$ cat config.mk
export PLATFORM = sky130hd
export DESIGN_NAME = expr_fold_eval_flat
export DESIGN_NICKNAME = d
export VERILOG_FILES = /design/src/rtl/expr_fold_eval_if.sv /design/src/rtl/expr_fold_eval.sv /design/src/flat_wrapper.sv
export SDC_FILE = /design/constraint.sdc
export NUM_CORES = 2
export LEC_CHECK = 0
export CELL_PAD_IN_SITES_DETAIL_PLACEMENT = 1
export CELL_PAD_IN_SITES_GLOBAL_PLACEMENT = 2
export CORE_AREA = 2 2 390 392
export DETAILED_ROUTE_END_ITERATION = 10
export DIE_AREA = 0 0 392 394
export HOLD_SLACK_MARGIN = 0.06
export PLACE_DENSITY = 0.79
export SYNTH_ARGS = -nofsm -noshare
export SYNTH_HDL_FRONTEND = slang
export SYNTH_SLANG_ARGS = --single-unit
$ cat constraint.sdc
create_clock -name clk -period 8.2 [get_ports clk]
set_input_delay 0.82 -clock clk [delete_from_list [all_inputs] [get_ports clk]]
set_output_delay 0.82 -clock clk [all_outputs]
set_load 0.005 [all_outputs]
$ cat src/rtl/expr_fold_eval_if.sv
// expr_fold_eval_if: operand/result handshake bundle for the folded expression evaluator
interface expr_fold_eval_if #(parameter int WIDTH = 32);
    logic             in_valid;
    logic             in_ready;
    logic [WIDTH-1:0] X, Y, Z, P, Q, R, S, T;
    logic             out_valid;
    logic             out_ready;
    logic [WIDTH-1:0] output1, output2, output3, output4, output5, output6;
    logic             busy;

    modport master (
        output in_valid, X, Y, Z, P, Q, R, S, T, out_ready,
        input  in_ready, out_valid, output1, output2, output3, output4, output5, output6, busy
    );

    modport slave (
        input  in_valid, X, Y, Z, P, Q, R, S, T, out_ready,
        output in_ready, out_valid, output1, output2, output3, output4, output5, output6, busy
    );
endinterface

$ cat src/rtl/expr_fold_eval.sv
// expr_fold_eval: 12-step evaluator sharing one multiplier and one adder/subtractor
module expr_fold_eval #(parameter int WIDTH = 32) (
    input logic             clk,
    input logic             rst_n,
    expr_fold_eval_if.slave bus
);
    typedef enum logic [3:0] {IDLE, S1, S2, S3, S4, S5, S6, S7, S8, S9, S10, S11, S12, DONE} state_t;

    state_t           state;
    logic [WIDTH-1:0] x, y, z, p, q, r, s, t;
    logic [WIDTH-1:0] zp, xy, qr, xs, ys, xq, px, xyp3, xp, pxr;
    logic [WIDTH-1:0] mul_a, mul_b, add_a, add_b, mul_y, add_y;
    logic             sub;

    // steer the current step's operands onto the shared multiplier and adder/subtractor
    always_comb begin
        mul_a = '0;
        mul_b = '0;
        add_a = '0;
        add_b = '0;
        sub   = 1'b0;
        case (state)
            S1:  begin add_a = z;  add_b = p;  mul_a = x;  mul_b = y;  end
            S2:  begin add_a = q;  add_b = r;  sub = 1'b1; end
            S3:  begin add_a = x;  add_b = y;  mul_a = zp; mul_b = qr; end
            S4:  begin add_a = xy; add_b = zp; end
            S5:  begin add_a = xs; add_b = s;  end
            S6:  begin add_a = ys; add_b = t;  end
            S7:  begin add_a = xy; add_b = q;  end
            S8:  begin add_a = p;  add_b = x;  end
            S9:  begin add_a = xs; add_b = p;  mul_a = xq; mul_b = px; end
            S10: begin add_a = xy; add_b = p;  mul_a = xyp3; mul_b = qr; end
            S11: begin add_a = px; add_b = r;  end
            S12: begin add_a = xp; add_b = pxr; sub = 1'b1; end
            default: ;
        endcase
    end

    assign mul_y = mul_a * mul_b;
    assign add_y = sub ? add_a - add_b : add_a + add_b;

    // sequencer: accept, step through the schedule registering each result, then hold until taken
    always_ff @(posedge clk or negedge rst_n) begin
        if (!rst_n) begin
            state         <= IDLE;
            bus.in_ready  <= 1'b1;
            bus.out_valid <= 1'b0;
            bus.busy      <= 1'b0;
            bus.output1   <= '0;
            bus.output2   <= '0;
            bus.output3   <= '0;
            bus.output4   <= '0;
            bus.output5   <= '0;
            bus.output6   <= '0;
            {x, y, z, p, q, r, s, t} <= '0;
            {zp, xy, qr, xs, ys, xq, px, xyp3, xp, pxr} <= '0;
        end else begin
            case (state)
                IDLE: if (bus.in_valid) begin
                    {x, y, z, p, q, r, s, t} <= {bus.X, bus.Y, bus.Z, bus.P, bus.Q, bus.R, bus.S, bus.T};
                    state        <= S1;
                    bus.in_ready <= 1'b0;
                    bus.busy     <= 1'b1;
                end
                DONE: if (bus.out_ready) begin
                    state         <= IDLE;
                    bus.out_valid <= 1'b0;
                    bus.in_ready  <= 1'b1;
                end
                default: begin
                    state <= state_t'(state + 4'd1);
                    case (state)
                        S1:  begin zp <= add_y; xy <= mul_y; end
                        S2:  qr <= add_y;
                        S3:  begin xs <= add_y; bus.output2 <= mul_y; end
                        S4:  bus.output1 <= add_y;
                        S5:  ys <= add_y;
                        S6:  bus.output3 <= add_y;
                        S7:  xq <= add_y;
                        S8:  px <= add_y;
                        S9:  begin xyp3 <= add_y; bus.output4 <= mul_y; end
                        S10: begin xp <= add_y; bus.output6 <= mul_y; end
                        S11: pxr <= add_y;
                        S12: begin
                            bus.output5   <= add_y;
                            bus.busy      <= 1'b0;
                            bus.out_valid <= 1'b1;
                        end
                        default: ;
                    endcase
                end
            endcase
        end
    end
endmodule

$ cat src/flat_wrapper.sv
// flat-port wrapper written by rule: the top's interface ports become plain ports
module expr_fold_eval_flat 
#(parameter int WIDTH = 32)
  (clk, rst_n, bus_in_valid, bus_X, bus_Y, bus_Z, bus_P, bus_Q, bus_R, bus_S, bus_T, bus_out_ready, bus_in_ready, bus_out_valid, bus_output1, bus_output2, bus_output3, bus_output4, bus_output5, bus_output6, bus_busy);
  expr_fold_eval_if #(.WIDTH(WIDTH)) bus_i ();
  input logic clk;
  input logic rst_n;
  input wire logic [$bits(bus_i.in_valid)-1:0] bus_in_valid;
  input wire logic [$bits(bus_i.X)-1:0] bus_X;
  input wire logic [$bits(bus_i.Y)-1:0] bus_Y;
  input wire logic [$bits(bus_i.Z)-1:0] bus_Z;
  input wire logic [$bits(bus_i.P)-1:0] bus_P;
  input wire logic [$bits(bus_i.Q)-1:0] bus_Q;
  input wire logic [$bits(bus_i.R)-1:0] bus_R;
  input wire logic [$bits(bus_i.S)-1:0] bus_S;
  input wire logic [$bits(bus_i.T)-1:0] bus_T;
  input wire logic [$bits(bus_i.out_ready)-1:0] bus_out_ready;
  output wire logic [$bits(bus_i.in_ready)-1:0] bus_in_ready;
  output wire logic [$bits(bus_i.out_valid)-1:0] bus_out_valid;
  output wire logic [$bits(bus_i.output1)-1:0] bus_output1;
  output wire logic [$bits(bus_i.output2)-1:0] bus_output2;
  output wire logic [$bits(bus_i.output3)-1:0] bus_output3;
  output wire logic [$bits(bus_i.output4)-1:0] bus_output4;
  output wire logic [$bits(bus_i.output5)-1:0] bus_output5;
  output wire logic [$bits(bus_i.output6)-1:0] bus_output6;
  output wire logic [$bits(bus_i.busy)-1:0] bus_busy;
  assign bus_i.in_valid = bus_in_valid;
  assign bus_i.X = bus_X;
  assign bus_i.Y = bus_Y;
  assign bus_i.Z = bus_Z;
  assign bus_i.P = bus_P;
  assign bus_i.Q = bus_Q;
  assign bus_i.R = bus_R;
  assign bus_i.S = bus_S;
  assign bus_i.T = bus_T;
  assign bus_i.out_ready = bus_out_ready;
  assign bus_in_ready = bus_i.in_ready;
  assign bus_out_valid = bus_i.out_valid;
  assign bus_output1 = bus_i.output1;
  assign bus_output2 = bus_i.output2;
  assign bus_output3 = bus_i.output3;
  assign bus_output4 = bus_i.output4;
  assign bus_output5 = bus_i.output5;
  assign bus_output6 = bus_i.output6;
  assign bus_busy = bus_i.busy;
  expr_fold_eval #(.WIDTH(WIDTH)) u_core (.clk(clk), .rst_n(rst_n), .bus(bus_i));
endmodule
* After elaboration in Yosys (flattened, before gate mapping)
Cells that the tools add are included.
Cells by class: add/sub/neg operators 3, $mul 1, equal/unequal tests 15, mux-type cells 18, bitwise gates (word level) 3, reductions and logical operators 28
Operator list (count):
- $pmux 32 s9 | 2
- $pmux 32 s4 | 1
- $pmux 32 s3 | 1
- $add 32x32->32 | 1
- $mul 32x32->32 | 1
- $mux 32 | 1
- $sub 32x32->32 | 1
- $reduce_and 2->1 | 14
- $eq 4x4->1 const B | 6
- $eq 4x3->1 const B | 4
- $reduce_or 2->1 | 5
- $reduce_and 3->1 | 3
- $eq 4x2->1 const B | 2
- $mux 4 | 2
- $pmux 4 s2 | 1
- $mux 1 | 7
- $pmux 1 s2 | 3
- $reduce_bool 2->1 | 3
- $reduce_or 3->1 | 2
- $add 4x1->4 const B | 1
- $eq 4x1->1 const B | 1
- $logic_not 4->1 | 1
- $ne 2x2->1 const B | 2
- $not 1->1 | 3
Storage, ports and cells: register bits after elaboration 775, input bits 260, output and inout port bits 195

* Longest topological paths before layout
depth in word-level cells 5, gate-level depth with buffers 37, depth with buffers taken out 32

* Worst setup path after synthesis
OpenSTA, ideal clock, no wires.
path kind register to register, start point register u_core.state[0], end point register u_core.xy[31], setup time 0.137 ns, arrival time 8.604 ns, required time 8.063 ns, slack -0.541 ns, cell stages (with the launch flop) 36, buffers on the path 5, clock period less this slack 8.741 ns, cells stage by stage dfrtp_1 inv_1 ha_1 buf_2 mux2i_1 nor2_1 clkbuf_1 clkbuf_1 buf_1 clkbuf_1 nand2_1 nand2_1 nand2_1 fa_1 inv_1 fa_1 fa_1 inv_1 fa_1 inv_1 fa_1 inv_1 fa_1 inv_1 fa_1 inv_1 fa_1 inv_1 ha_1 a2111oi_0 a21o_1 a21oi_1 o211a_1 o41ai_1 xnor2_1 o21ai_0
Between the ends: word-level cells in the longest chain between the ends 4
Ends and longest elaborated chain:
- start: declaration | RTL line expr_fold_eval.sv:9 | state_t state;
- start signal: assignment | RTL line expr_fold_eval.sv:71 | state <= state_t'(state + 4'd1);
- $eq 4x2->1, or another cell as far along | RTL line expr_fold_eval.sv:22 | case (state)
- $reduce_or 2->1 (no line)
- $pmux 32 s3 / $not 1->1 (equally long branches)
- $mul 32x32->32 / $reduce_and 2->1 (equally long branches)
- end signal: assignment | RTL line expr_fold_eval.sv:73 | S1: begin zp <= add_y; xy <= mul_y; end
- end: declaration | RTL line expr_fold_eval.sv:11 | logic [WIDTH-1:0] zp, xy, qr, xs, ys, xq, px, xyp3, xp, pxr;
Several ways; a longest one is shown, not always the timed one. A chain may end at the register's enable or synchronous reset.

* Final worst setup path
start point register u_core.state[0], end point register u_core.bus.output4[31]
Between the ends: word-level cells in the longest chain between the ends 4
Ends and longest elaborated chain:
- $eq 4x2->1, or another cell as far along | RTL line expr_fold_eval.sv:22
- $reduce_or 2->1 (no line)
- $pmux 32 s3 / $not 1->1 (equally long branches)
- $mul 32x32->32 / $reduce_and 2->1 (equally long branches)
- end signal: assignment | RTL line expr_fold_eval.sv:81 | S9: begin xyp3 <= add_y; bus.output4 <= mul_y; end
- end: declaration | RTL line expr_fold_eval_if.sv:18 | output in_ready, out_valid, output1, output2, output3, output4, output5, output6, busy
Several ways; a longest one is shown, not always the timed one.

==> flow_summary.yaml <==
floorplanning:
  die_height_um: 394
  die_w_um: 392
  io_pins: 455
  core_area_um2: 151000
  dieArea_um2: 154000
  rows: 143
  initial_utilization_pct: 33.8
sta:
  max-slew-margin-rel_pct: 9.88
  finalSetupViolations: 11
  finalCriticalPeriod_ns: 8.31
  maxSlewViolCount: 0
  rsz0062_at_grt: "yes"
  finalWorstSetupSlack_ns: -0.113
  fmaxAchievable_ghz: 0.120
  period_share_pct: 101
  skew_ns: 0.0687
  hold_viol: 0
  worstMarginPinSlew_ns: 1.35
  holdWs_ns: 0.193
  fin_tns_setup_ns: -0.569
logic_synthesis:
  synth_top_area_cell: "dfrtp_1"
  synthTopCellsByCount: "822 x nand2_1, 774 x dfrtp_1, 519 x o21ai_0, 474 x inv_1, 409 x fa_1"
  yosysMostFrequentCell: "nand2_1"
  synth_ff_type: "dfrtp_1"
  syn-num-nets: 5992
  yosys-top-cells-area: "dfrtp_1 38%, fa_1 16%, nand2_1 6.1%"
  ys_seq_elements: 775
  syn_avg_cell_area_um2: 9.85
  ys_seq_area_share_pct: 38.1
  synth_warnings: 0
  ys_types: 91
  synth_cells: 5164
  synth_edf_count: 0
  synth_async_sr_flop_share_pct: 100
  syn-cell-area_um2: 50900
  synth_top_area_share_pct: 38.1
clock_tree:
  cts_tree: "built"
  cts_hold_buf: 0
  clk_pin_slew_ns: 0.06
  cts_sinks: 775
  clock_path_buffers: 3
  cts_buffers: 90
  cts_root_buffer: "clkbuf_16"
  insertion_delay_ns: 0.75
  cts.htree.levels: 3
setup_path:
  r2r_slack_ns: -0.11
  worstPathArrival_ns: 8.84
  r2r_cells: 30
  cp_common_cell: "fa_1"
  crit_type: "flop to flop"
  crit_path_max_incr_delay_ns: 0.55
  critPathLaunchType: "flop"
  slowest_stage: "fa_2"
  endpoint_kind: "flop"
  rr_endpoint: "u_core.bus.output4[31]"
  worstReg2RegStart: "u_core.state[0]"
  path_max_fanout: 7
  crit_required_ns: 8.73
grt:
  antenna_found_initial: 31
  groute.usage.overall_pct: 33.0
  overflow: 0
  grt_max_degree: 183
  grt_pass1_wl_mm: 361
  grt_pass1_vias: 47952
placed_design:
  place_congestion: 1.00
  post_dp_cell_area_um2: 61700
  io_buffer_count: 454
  dpl_worst_slack_ns: -0.431
  hpwl_mm: 202
routing:
  ant_nets: 0
  via_per_inst: 5.57
  wire_per_inst_um: 31.6
  wl_mm: 255
  dr.pass1.iters: 5
  initialDrtViolationCount: 4439
  via_count: 45011
  post-route-drc-count: 0
worst_hold_path:
  hold_class: "input pin to async pin"
layout:
  finalInstanceArea_um2: 66400
  final_nets: 6793
  multi_input_area_um2: 29400
  nFillCells: 16871
  drive_above_1_share_pct: 21.3
  register_area_um2: 19400
  area_growth_pct: 30.5
outcome:
  status: "finished, violations left"
  violations: "negative setup slack"
job:
  drv_cap: 0
through the flow:
step | std cells | util (%)
after detailed placement | 7851 | 41.0
after CTS | 8041 | 43.6
after global routing | 8077 | 44.1
final | 8085 | 44.1
after global placement | 7851 | 41.0
after floorplan | 5164 | -
layout by cell type (no fill, tap or decap), types with 24 or more instances in the layout:
cell,instances
buf_4,490
mux2i_1,46
clkdlybuf4s50_1,453
a221oi_1,61
a22o_1,80
xnor2_1,63
mux2_2,268
or2_2,31
buf_12,63
nor2_1,325
inv_1,458
buf_6,31
a21oi_1,98
a22oi_1,83
nand2_1,808
a21o_1,30
fa_1,382
o21ai_0,484
clkbuf_16,94
nand2b_1,39
ha_1,147
fa_2,27
xor2_1,38
nand3_1,58
o21ai_2,26
dfrtp_1,771
a222oi_1,24
clkbuf_8,24
cell type report:
class | instances | area share (%)
antenna | 14 | 0.0528
multi-input combinational | 3575 | 44.3
clock buffer | 133 | 4.03
inverter | 474 | 2.68
sequential | 775 | 29.2
clock inverter | 35 | 0.678
timing repair buffer | 1049 | 15.2
tap | 2030 | 3.83
repair_timing:
item | 4_1_cts | 5_1_grt
hold endpoints to repair | 0 | 0
setup buffers | 22 | 30
gates cloned | 2 | 2
resized for setup | 141 | 119
pin swaps | 33 | 55
endpoints found under the setup margin | 54 | 56
per-layer routing:
metal | wire length, um | global-route usage, % | up-vias
li1 | - | - | 18866
met1 | 103000 | 42.8 | 23625
met2 | 118000 | 52.3 | 1977
met3 | 20700 | 6.89 | 523
met4 | 14000 | 16.2 | 20
met5 | 119 | 0 | -
worst max-delay path by stage:
| stage | start | cells past startpoint | to |
|---|---|---|---|
| 2_1_floorplan | u_core.state[0] | 33 | u_core.xy[31] |
| 3_3_place_gp | u_core.state[0] | 31 | u_core.bus.output6[29] |
| 3_5_place_dp | u_core.state[0] | 31 | u_core.bus.output2[29] |
| 4_1_cts | u_core.state[3] | 30 | u_core.xy[30] |
| 5_1_grt | u_core.state[1] | 30 | u_core.xy[31] |
| 6_report | u_core.state[0] | 30 | u_core.bus.output4[31] |
worst max-delay path: cells and delay by family, from the launching register on:
kind | cells | cell delay (ns)
buffers and inverters | 10 | 0.96
AOI/OAI and AO/OA | 7 | 1.80
adders and majority gates | 10 | 4.45
xor gates and xnor gates | 1 | 0.20
and+or+nand+nor | 2 | 0.22
DFF | 1 | 0.46
cells by family (layout without fill, tap and decap cells):
family | Yosys count | count (layout) | share of synthesized area, %
mux | 317 | 317 | 6.89
simple gates | 1439 | 1439 | 12.0
other cells | 0 | 14 | 0
buf+inv | 814 | 1691 | 6.36
flops | 775 | 775 | 38.1
fa+ha+maj | 568 | 568 | 20.0
compound gates | 1121 | 1121 | 14.3
xor+xnor | 130 | 130 | 2.41
Power is not shown: default switching activity piles up to over one toggle a cycle in this logic, so the estimate is an artifact.
